### config.mk
export PLATFORM = sky130hd
export DESIGN_NAME = dmem_arbiter
export DESIGN_NICKNAME = d
export VERILOG_FILES = /design/src/rtl/dmem_pkg.sv /design/src/rtl/dmem_access_check.sv /design/src/rtl/dmem_arbiter.sv
export SDC_FILE = /design/constraint.sdc
export NUM_CORES = 1
export LEC_CHECK = 0
export CAP_MARGIN = 20
export CORE_AREA = 3 3 144 118
export DETAILED_ROUTE_END_ITERATION = 16
export DIE_AREA = 0 0 147 121
export PLACE_DENSITY = 0.81
export SYNTH_ARGS = -nofsm -noshare
export SYNTH_HDL_FRONTEND = slang
export SYNTH_SLANG_ARGS = --single-unit
### constraint.sdc
create_clock -name clk -period 10.9 [get_ports clk]
set_clock_uncertainty 0.05 [all_clocks]
set_input_delay 3.27 -clock clk [delete_from_list [all_inputs] [get_ports clk]]
set_output_delay 3.27 -clock clk [all_outputs]
set_load 0.01 [all_outputs]
### src/rtl/dmem_pkg.sv
// Shared data-memory definitions: access-size encodings and arbiter FSM states.
// Used by the arbiter, its legality checker and the data memory model.
package dmem_pkg;

    localparam logic [2:0] OP_NOP  = 3'b000;
    localparam logic [2:0] OP_BYTE = 3'b001;
    localparam logic [2:0] OP_HALF = 3'b010;
    localparam logic [2:0] OP_WORD = 3'b100;

    typedef enum logic [1:0] {
        ST_IDLE   = 2'd0,
        ST_ACCESS = 2'd1,
        ST_RESP   = 2'd2
    } state_e;

    // Access size in bytes; zero flags an unknown encoding.
    function automatic logic [2:0] op_size(input logic [2:0] op);
        case (op)
            OP_BYTE: return 3'd1;
            OP_HALF: return 3'd2;
            OP_WORD: return 3'd4;
            default: return 3'd0;
        endcase
    endfunction

endpackage

### src/rtl/dmem_access_check.sv
// Flags an access as illegal: unknown size, misaligned, or running past ADDR_LIMIT.
module dmem_access_check
    import dmem_pkg::*;
#(
    parameter int ADDR_LIMIT = 32
) (
    input  logic [2:0]  op,
    input  logic [31:0] addr,
    output logic        err
);

    logic [2:0]  size;
    logic [32:0] end_addr;

    // The sum is widened to 33 bits so addresses near 2^32 cannot wrap into range.
    always_comb begin
        size     = op_size(op);
        end_addr = {1'b0, addr} + {30'b0, size};
        err      = 1'b0;
        if (size == 3'd0) begin
            err = 1'b1;
        end else if (op == OP_HALF && addr[0] != 1'b0) begin
            err = 1'b1;
        end else if (op == OP_WORD && addr[1:0] != 2'b00) begin
            err = 1'b1;
        end
        if (end_addr > 33'(ADDR_LIMIT)) begin
            err = 1'b1;
        end
    end

endmodule

### src/rtl/dmem_arbiter.sv
// Two-requester data-memory arbiter: one access per two cycles with registered responses.
// Define DMEM_ARB_RR_EN for round-robin tie breaking; otherwise requester 0 has fixed priority.
module dmem_arbiter
    import dmem_pkg::*;
#(
    parameter int ADDR_LIMIT = 32
) (
    input  logic        clk,
    input  logic        reset,
    input  logic        req0,
    input  logic        req1,
    input  logic        we0,
    input  logic        we1,
    input  logic [2:0]  op0,
    input  logic [2:0]  op1,
    input  logic [31:0] addr0,
    input  logic [31:0] addr1,
    input  logic [31:0] wdata0,
    input  logic [31:0] wdata1,
    output logic        gnt0,
    output logic        gnt1,
    output logic        rvalid0,
    output logic        rvalid1,
    output logic [31:0] rdata0,
    output logic [31:0] rdata1,
    output logic        err0,
    output logic        err1,
    output logic        mem_we,
    output logic [2:0]  mem_op,
    output logic [31:0] mem_addr,
    output logic [31:0] mem_din,
    input  logic [31:0] mem_dout,
    output logic        busy
);

    state_e      state_q, state_d;
    logic        owner_q, owner_d;
    logic        we_q, we_d;
    logic [2:0]  op_q, op_d;
    logic [31:0] addr_q, addr_d;
    logic [31:0] wdata_q, wdata_d;
    logic        rvalid0_q, rvalid0_d, rvalid1_q, rvalid1_d;
    logic [31:0] rdata0_q, rdata0_d, rdata1_q, rdata1_d;
    logic        err0_q, err0_d, err1_q, err1_d;
    logic        chk_err, grant_any, in_access;
    logic [31:0] read_data, resp_data;
`ifdef DMEM_ARB_RR_EN
    logic        prio_q, prio_d;
`endif

    dmem_access_check #(.ADDR_LIMIT(ADDR_LIMIT)) u_check (
        .op   (op_q),
        .addr (addr_q),
        .err  (chk_err)
    );

    assign in_access = (state_q == ST_ACCESS) && !reset;

    // prio_q names the requester that wins the next tie; it flips away from each grantee.
    always_comb begin
        gnt0 = 1'b0;
        gnt1 = 1'b0;
        if (!reset && state_q != ST_ACCESS) begin
            if (req0 && req1) begin
`ifdef DMEM_ARB_RR_EN
                gnt0 = !prio_q;
                gnt1 = prio_q;
`else
                gnt0 = 1'b1;
`endif
            end else begin
                gnt0 = req0;
                gnt1 = req1;
            end
        end
        grant_any = gnt0 | gnt1;
`ifdef DMEM_ARB_RR_EN
        prio_d = prio_q;
        if (grant_any) begin
            prio_d = gnt0;
        end
`endif
    end

    always_comb begin
        state_d = state_q;
        owner_d = owner_q;
        we_d    = we_q;
        op_d    = op_q;
        addr_d  = addr_q;
        wdata_d = wdata_q;
        case (state_q)
            ST_IDLE:   state_d = grant_any ? ST_ACCESS : ST_IDLE;
            ST_ACCESS: state_d = ST_RESP;
            ST_RESP:   state_d = grant_any ? ST_ACCESS : ST_IDLE;
            default:   state_d = ST_IDLE;
        endcase
        if (grant_any) begin
            owner_d = gnt1;
            we_d    = gnt1 ? we1    : we0;
            op_d    = gnt1 ? op1    : op0;
            addr_d  = gnt1 ? addr1  : addr0;
            wdata_d = gnt1 ? wdata1 : wdata0;
        end
    end

    // Memory answers big-endian: the addressed byte sits in mem_dout[31:24].
    always_comb begin
        case (op_q)
            OP_BYTE: read_data = {24'h0, mem_dout[31:24]};
            OP_HALF: read_data = {16'h0, mem_dout[31:16]};
            OP_WORD: read_data = mem_dout;
            default: read_data = 32'h0;
        endcase
        resp_data = (we_q || chk_err) ? 32'h0 : read_data;
        rvalid0_d = in_access && !owner_q;
        rvalid1_d = in_access && owner_q;
        rdata0_d  = rvalid0_d ? resp_data : 32'h0;
        rdata1_d  = rvalid1_d ? resp_data : 32'h0;
        err0_d    = rvalid0_d && chk_err;
        err1_d    = rvalid1_d && chk_err;
    end

    always_comb begin
        mem_we   = 1'b0;
        mem_op   = OP_NOP;
        mem_addr = 32'h0;
        mem_din  = 32'h0;
        if (in_access) begin
            mem_addr = addr_q;
            mem_din  = wdata_q;
            if (!chk_err) begin
                mem_we = we_q;
                mem_op = op_q;
            end
        end
    end

    assign busy    = (state_q != ST_IDLE);
    assign rvalid0 = rvalid0_q;
    assign rvalid1 = rvalid1_q;
    assign rdata0  = rdata0_q;
    assign rdata1  = rdata1_q;
    assign err0    = err0_q;
    assign err1    = err1_q;

    always_ff @(posedge clk) begin
        if (reset) begin
            state_q   <= ST_IDLE;
            owner_q   <= 1'b0;
            we_q      <= 1'b0;
            op_q      <= OP_NOP;
            addr_q    <= 32'h0;
            wdata_q   <= 32'h0;
            rvalid0_q <= 1'b0;
            rvalid1_q <= 1'b0;
            rdata0_q  <= 32'h0;
            rdata1_q  <= 32'h0;
            err0_q    <= 1'b0;
            err1_q    <= 1'b0;
`ifdef DMEM_ARB_RR_EN
            prio_q    <= 1'b0;
`endif
        end else begin
            state_q   <= state_d;
            owner_q   <= owner_d;
            we_q      <= we_d;
            op_q      <= op_d;
            addr_q    <= addr_d;
            wdata_q   <= wdata_d;
            rvalid0_q <= rvalid0_d;
            rvalid1_q <= rvalid1_d;
            rdata0_q  <= rdata0_d;
            rdata1_q  <= rdata1_d;
            err0_q    <= err0_d;
            err1_q    <= err1_d;
`ifdef DMEM_ARB_RR_EN
            prio_q    <= prio_d;
`endif
        end
    end

endmodule

==> flow_summary_export.csv, run 1 <==
group,metric,value,unit
outcome,status,"finished clean",
pwr,leakage,3.56,nW
timing,timing_hold_violations_final,0,
timing,setup_viol,0,
drt,drc,0,
final_layout,final_net_count,1185,
yosys,synth_area_leaders,"dfxtp_1, mux2i_1, a211oi_1",
worst_setup_path,slowest_delay,710,ps
drt,routed_wirelength,21600,um
yosys,yosysMostFrequentCell,"dfxtp_1",
cts,clk_pin_slew_worst_paths,60,ps
pwr,power,1.30,mW
pwr,power.density,126,nW/um^2
drt,detailedRoute.firstPassIterationCount,5,
worst_setup_path,worst_path_max_delay_cell,"inv_2",
yosys,yosys_warnings,0,
timing,rsz0062_at_grt,"no",
grt,grt_max_degree,105,
timing,layout_setup_ws,2230,ps
yosys,syn_inst,738,
grt,antenna_found_initial,0,
placement,dp.cells,1205,
worst_setup_path,r2r-start,"op_q[2]",
cts,cts_tree,"done",
worst_setup_path,critPathRequiredTime,7580,ps
final_layout,area_growth_syn_to_layout,56.8,%
floorplanning,floorplan.die_area,17800,sq um
yosys,synth_cell_types,50,
cts,cts_bufs_inserted,17,
timing,max-slew-margin-rel,35.5,%
floorplanning,placeableCoreArea,15700,sq um
grt,grt_pass1_vias,6057,
cts,cts_hold_buffers,0,
placement,pre_cts_setup_slack,2210,ps
worst_setup_path,timing.critical_path.arrival,5350,ps
yosys,synth_nets,914,
final_layout,antenna_cells,0,
yosys,synth-edff-count,0,
worst_hold_path,hold_path.class,"flop to flop",
cts,post_cts.repair.setup_buffers,0,
placement,finalWeightedCongestion,0.862,
floorplanning,floorplan.die.width,147,um
worst_setup_path,cp_max_fo,68,
worst_setup_path,setup.worst_path.class,"input pin to primary output",
worst_setup_path,critPathLaunch,"reset",
worst_setup_path,cp_top_family,"buffers and inverters",
cts,cts_max_level,4,
pwr,irDropWorstVdd,0.104,mV
timing,finalMaxSlewViolations,0,
worst_setup_path,critical_path.endpoint_type,"primary output",
placement,hpwl,16100,um
cts,cts_resized,0,
yosys,post_synth_instance_area,6550,sq um
yosys,yosysTopAreaCellShare,42.5,%
cts,cts_max_path_buffers,2,
yosys,synth.ff_latch_count,139,
yosys,post_synth_most_frequent_cells,"dfxtp_1, nor2_1, mux2i_1, a211oi_1, and2_1",
job,max-cap-violations,0,
final_layout,multiInputGateArea,3470,sq um
yosys,synth_largest_area_cell,"dfxtp_1",
grt,global_route_wire_length_before_repair,33300,um
timing,layout_worst_path_cycle_share,79.5,%
yosys,ys_seq_area_share,42.5,%
timing,shortest_clock_period_the_worst_path_allows_after_layout,8670,ps
floorplanning,chipHeight,121,um
worst_setup_path,kind_of_launch_point_of_the_worst_setup_path,"input pin",
cts,worst_skew_pair_latency,420,ps
worst_hold_path,timing.hold.worst.start,"state_q[0]",
cts,root_buffer,"clkbuf_16",
cts,clock-sinks,139,
drt,detailroute.via_count,6450,
final_layout,fill_cell_count,1333,
drt,average_wire_per_standard_cell,17.4,um
timing,worstMarginPinSlew,968,ps
final_layout,seqCellArea,2780,sq um
timing,max_freq,0.115,GHz
grt,grt.overflow.total,0,
drt,detailedRoute.firstIterationViolations,359,
worst_setup_path,worstPathCellList,"buf_2 > buf_4 > nand2b_1 > inv_2 > and2_1 > clkdlybuf4s50_1",
yosys,synth-async-reset-ratio,0,%
drt,drt-vias-per-instance,5.21,
final_layout,post_route_cells_drive_above_1_share,5.87,%
yosys,avgSynthCellArea,8.88,sq um
floorplanning,ios,311,
floorplanning,placement_rows,41,
worst_setup_path,worst-path-buf-inv,4,
placement,port_buffers,310,
yosys,synth_ff_type,"dfxtp_1",
final_layout,layout.cells.non_filler,1237,
floorplanning,initial_core_util,41.8,%
drt,antenna_left,0,
timing,fin_setup_tns,0,ps
grt,gr-usage-all-layers,23.5,%
-- where the power goes --
part           internal (mW)  switching, mW
combinational          0.110         0.0874
sequential             0.531         0.0268
clock                  0.301          0.241
-- final timing paths --
kind	to	slack, ps	cells past startpoint
setup / recovery	mem_din[17]	2230	6
hold / removal	state_q[0]	440	1
setup reg to reg	rdata1[19]	6490	10
hold reg to reg	state_q[0]	440	1
-- worst register-to-register path, delay by kind of cell (launching register included) --
kind	cells	cell delay (ps)
simple gates	6	2340
compound gates	2	640
flops	1	480
fa+ha+maj	1	420
buf+inv	1	370
-- state kept, by name (all words and copies together), names as in the netlist --
register / count
rdata0: 32
err1: 1
we_q: 1
err0: 1
op_q: 3
owner_q: 1
rvalid0: 1
rdata1: 32
addr_q: 32
rvalid1: 1
state_q: 2
wdata_q: 32
-- cell usage in the layout, fill, tap and decap left out, types with 3 or more instances in the layout --
cell type and count:
clkdlybuf4s50_1 309, clkbuf_16 17, o31ai_1 3, nand4_1 7, mux2i_1 72, nor2_1 96
nor4_2 9, inv_6 7, nor3_1 54, ha_1 3, nand2_1 18, nor3b_1 4
xnor2_1 6, a211oi_1 71, or3_1 3, nand2b_1 12, nor4_1 12, nor2b_1 5
and2_1 70, a21oi_1 13, buf_4 8, a22oi_1 16, inv_1 10, dfxtp_1 139
xor2_1 5, nand3_1 13
-- stage by stage --
stage	utilization [%]	cell area, sq um	hold slack, ps
finish	65.5	10300	438
global route	65.5	10300	471
CTS	65.5	10300	431
detailed placement	61.9	9720	421
global placement	61.9	9720	412
floorplan	-	6550	378
-- area by class of cell --
type / count / share of cell area, %
Clock inverter: 14 / 1.25
Inverter: 11 / 0.402
Tap cell: 215 / 2.62
Clock buffer: 18 / 4.18
Sequential cell: 139 / 27.1
Timing Repair Buffer: 318 / 30.7
Multi-Input combinational cell: 522 / 33.7
-- kinds of logic (layout without fill, tap and decap cells) --
logic type	after synthesis	in the layout	share of synthesized area, %
and+or+nand+nor	314	314	25.7
DFF	139	139	42.5
AOI/OAI and AO/OA	120	120	13.5
buffers and inverters	77	361	4.89
muxes	73	73	11.2
xor gates and xnor gates	11	11	1.47
adders and majority gates	4	4	0.878
-- per-layer routing --
| metal | up-vias | track usage [%] | part of all wire, % |
|---|---|---|---|
| met2 | 301 | 37.4 | 47 |
| met3 | 47 | 7.80 | 8.2 |
| li1 | 3178 | - | - |
| met5 | - | 0 | 0 |
| met1 | 2924 | 30.1 | 42 |
| met4 | 0 | 8.03 | 2.9 |
Power figures use the tool's default switching activity.
==> run 2, diff against run 1 <==
CORE_AREA = 3 3 153 126   (was 3 3 144 118)
DIE_AREA = 0 0 156 129   (was 0 0 147 121)
PLACE_DENSITY = 0.76   (was 0.81)
clock period = 7.6 ns   (was 10.9 ns; I/O delays follow)
==> run 2 against run 1 <==
Compared with the run above: total power up 44%; cell area up 0.27%; via count down 2.1%; setup slack worse by 1800 ps; critical path type is now flop to primary output; first-iteration DRC count down 9.5%; critical path depth up 4; clock power up 46%; non-clock buffer count unchanged; routed wire length down 0.55%; hold slack worse by 29 ps.
==> flow_summary_export.csv, run 2 (synthesis results as in run 1) <==
group,metric,value,unit
worst_setup_path,worst-path-buf-inv,1,
pwr,switching_share_of_power,27.6,%
worst_setup_path,kind_of_launch_point_of_the_worst_setup_path,"flop",
cts,worst_skew_pair_latency,420,ps
floorplanning,chipHeight,129,um
placement,pre_cts_setup_slack,915,ps
final_layout,layout.core_utilization,57.6,%
worst_setup_path,cp_top_family,"simple AND/OR/NAND/NOR gates",
worst_setup_path,cp_max_fo,16,
cts,cts_bufs_inserted,17,
floorplanning,ios,311,
worst_setup_path,slowest_delay,780,ps
final_layout,multiInputGateArea,3470,sq um
pwr,leakage,3.56,nW
final_layout,layout.cells.most_common,"clkdlybuf4s50_1",
worst_setup_path,worstPathCellList,"nor3b_2 > fa_1 > a21oi_2 > nor4_1 > nand2_1 > a2111oi_0 > nand4_1 > or4_2 > nor2_1 > clkdlybuf4s50_1",
worst_setup_path,critical_path.endpoint_type,"primary output",
worst_setup_path,critical_path_cell_count,10,
cts,post_cts.repair.setup_buffers,0,
timing,rsz0062_at_grt,"no",
timing,layout_setup_ws,429,ps
drt,drt-vias-per-instance,5.04,
timing,timing_hold_violations_final,0,
outcome,status,"finished clean",
final_layout,layout.cells.non_filler,1252,
worst_setup_path,worst_path_max_delay_cell,"or4_2",
drt,average_wire_per_standard_cell,17.1,um
final_layout,area_growth_syn_to_layout,57.2,%
pwr,irDropWorstVdd,0.114,mV
grt,global_route_wire_length_before_repair,32800,um
grt,grt_max_degree,73,
timing,fin_worst_hold_slack,409,ps
floorplanning,placeableCoreArea,17900,sq um
final_layout,seqCellArea,2780,sq um
timing,setup_viol,0,
drt,detailedRoute.firstPassIterationCount,5,
worst_setup_path,crit_path_end,"mem_we",
cts,cts_max_level,4,
worst_setup_path,worstRegToRegCells,10,
drt,routed_wirelength,21500,um
cts,cts_tree,"done",
grt,gr-usage-all-layers,20.6,%
cts,clock-sinks,139,
worst_setup_path,r2r-start,"op_q[2]",
worst_setup_path,critPathLaunch,"op_q[2]",
worst_setup_path,crit-reg2reg-capture,"rdata1[19]",
cts,cts_max_path_buffers,2,
timing,layout_worst_path_cycle_share,94.4,%
drt,drc,0,
cts,clk_pin_slew_worst_paths,60,ps
pwr,power.share.sequential,42.8,%
drt,detailroute.via_count,6315,
drt,antenna_left,0,
timing,fin_setup_tns,0,ps
timing,max-slew-margin-rel,35.1,%
final_layout,fill_cell_count,1576,
worst_hold_path,hold_path.class,"flop to flop",
timing,finalMaxSlewViolations,0,
grt,grt_pass1_vias,5990,
final_layout,antenna_cells,0,
worst_setup_path,critPathRequiredTime,5270,ps
pwr,netSwitchingPower,0.516,mW
final_layout,layout.cells.most_common_list,"clkdlybuf4s50_1, dfxtp_1, nor2_1",
job,max-cap-violations,0,
placement,dp.cells,1220,
worst_setup_path,setup.worst_path.class,"flop to primary output",
placement,finalWeightedCongestion,0.889,
cts,cts_resized,0,
pwr,power.share.clock,42.3,%
placement,port_buffers,310,
cts,root_buffer,"clkbuf_16",
timing,shortest_clock_period_the_worst_path_allows_after_layout,7170,ps
floorplanning,floorplan.die_area,20100,sq um
drt,detailedRoute.firstIterationViolations,325,
floorplanning,initial_core_util,36.6,%
pwr,pwr-share-comb,14.9,%
final_layout,post_route_cells_drive_above_1_share,5.97,%
timing,worstMarginPinSlew,973,ps
placement,hpwl,16100,um
pwr,internal_power_consumption,1.36,mW
floorplanning,placement_rows,44,
worst_setup_path,timing.critical_path.arrival,4840,ps
grt,grt.overflow.total,0,
worst_setup_path,worst-r2r-setup-slack,3000,ps
grt,antenna_found_initial,0,
final_layout,final_net_count,1185,
timing,max_freq,0.139,GHz
pwr,power.density,182,nW/um^2
cts,cts_hold_buffers,0,
floorplanning,floorplan.die.width,156,um
-- run 2: changes by cell type in the layout (fill, tap and decap cells not counted) --
cell / delta
clkinv_4: +1
clkbuf_8: +1
clkinv_2: -1
inv_6: -3
inv_8: +2
clkinv_8: -1
clkinvlp_4: +2
clkbuf_1: -1
-- run 2: per-stage QoR --
step | instance area (sq um) | power, mW
floorplan | 6550 | 0.952
global placement | 9740 | 1.09
detailed placement | 9740 | 1.10
CTS | 10300 | 1.89
global route | 10300 | 1.96
finish | 10300 | 1.87
-- run 2: layer usage --
| layer | up-vias | wire length, um | global-route usage [%] |
|---|---|---|---|
| met3 | 26 | 1480 | 5.58 |
| met1 | 2879 | 9440 | 26.8 |
| met4 | 0 | 302 | 5.45 |
| li1 | 3177 | - | - |
| met2 | 233 | 10200 | 34.1 |
| met5 | - | 0 | 0 |
-- run 2: power groups by stage --
stage                     sequential [mW]  clock (mW)  combinational [mW]
after floorplan                     0.797           0               0.155
after global routing                0.808       0.844               0.306
after global placement              0.818           0               0.275
after detailed placement            0.818           0               0.279
final                               0.802       0.793               0.278
after CTS                           0.802       0.811               0.281
-- run 2: worst min-delay path by stage --
stage / to / cells after the start / slack, ps / from
global placement: state_q[0] / 1 / 400 / state_q[0]
detailed placement: state_q[0] / 1 / 400 / state_q[0]
global route: state_q[0] / 1 / 450 / state_q[0]
floorplan: state_q[0] / 1 / 380 / state_q[0]
finish: state_q[0] / 1 / 410 / state_q[0]
CTS: state_q[0] / 1 / 410 / state_q[0]
-- run 2: area by class of cell --
| class | instances | area share (%) |
|---|---|---|
| flip-flops and latches | 139 | 27.0 |
| clock inverters | 14 | 1.24 |
| inverters | 11 | 0.401 |
| multi-input cells | 522 | 33.6 |
| well taps | 230 | 2.79 |
| clock buffers | 18 | 4.26 |
| repair buffers | 318 | 30.7 |
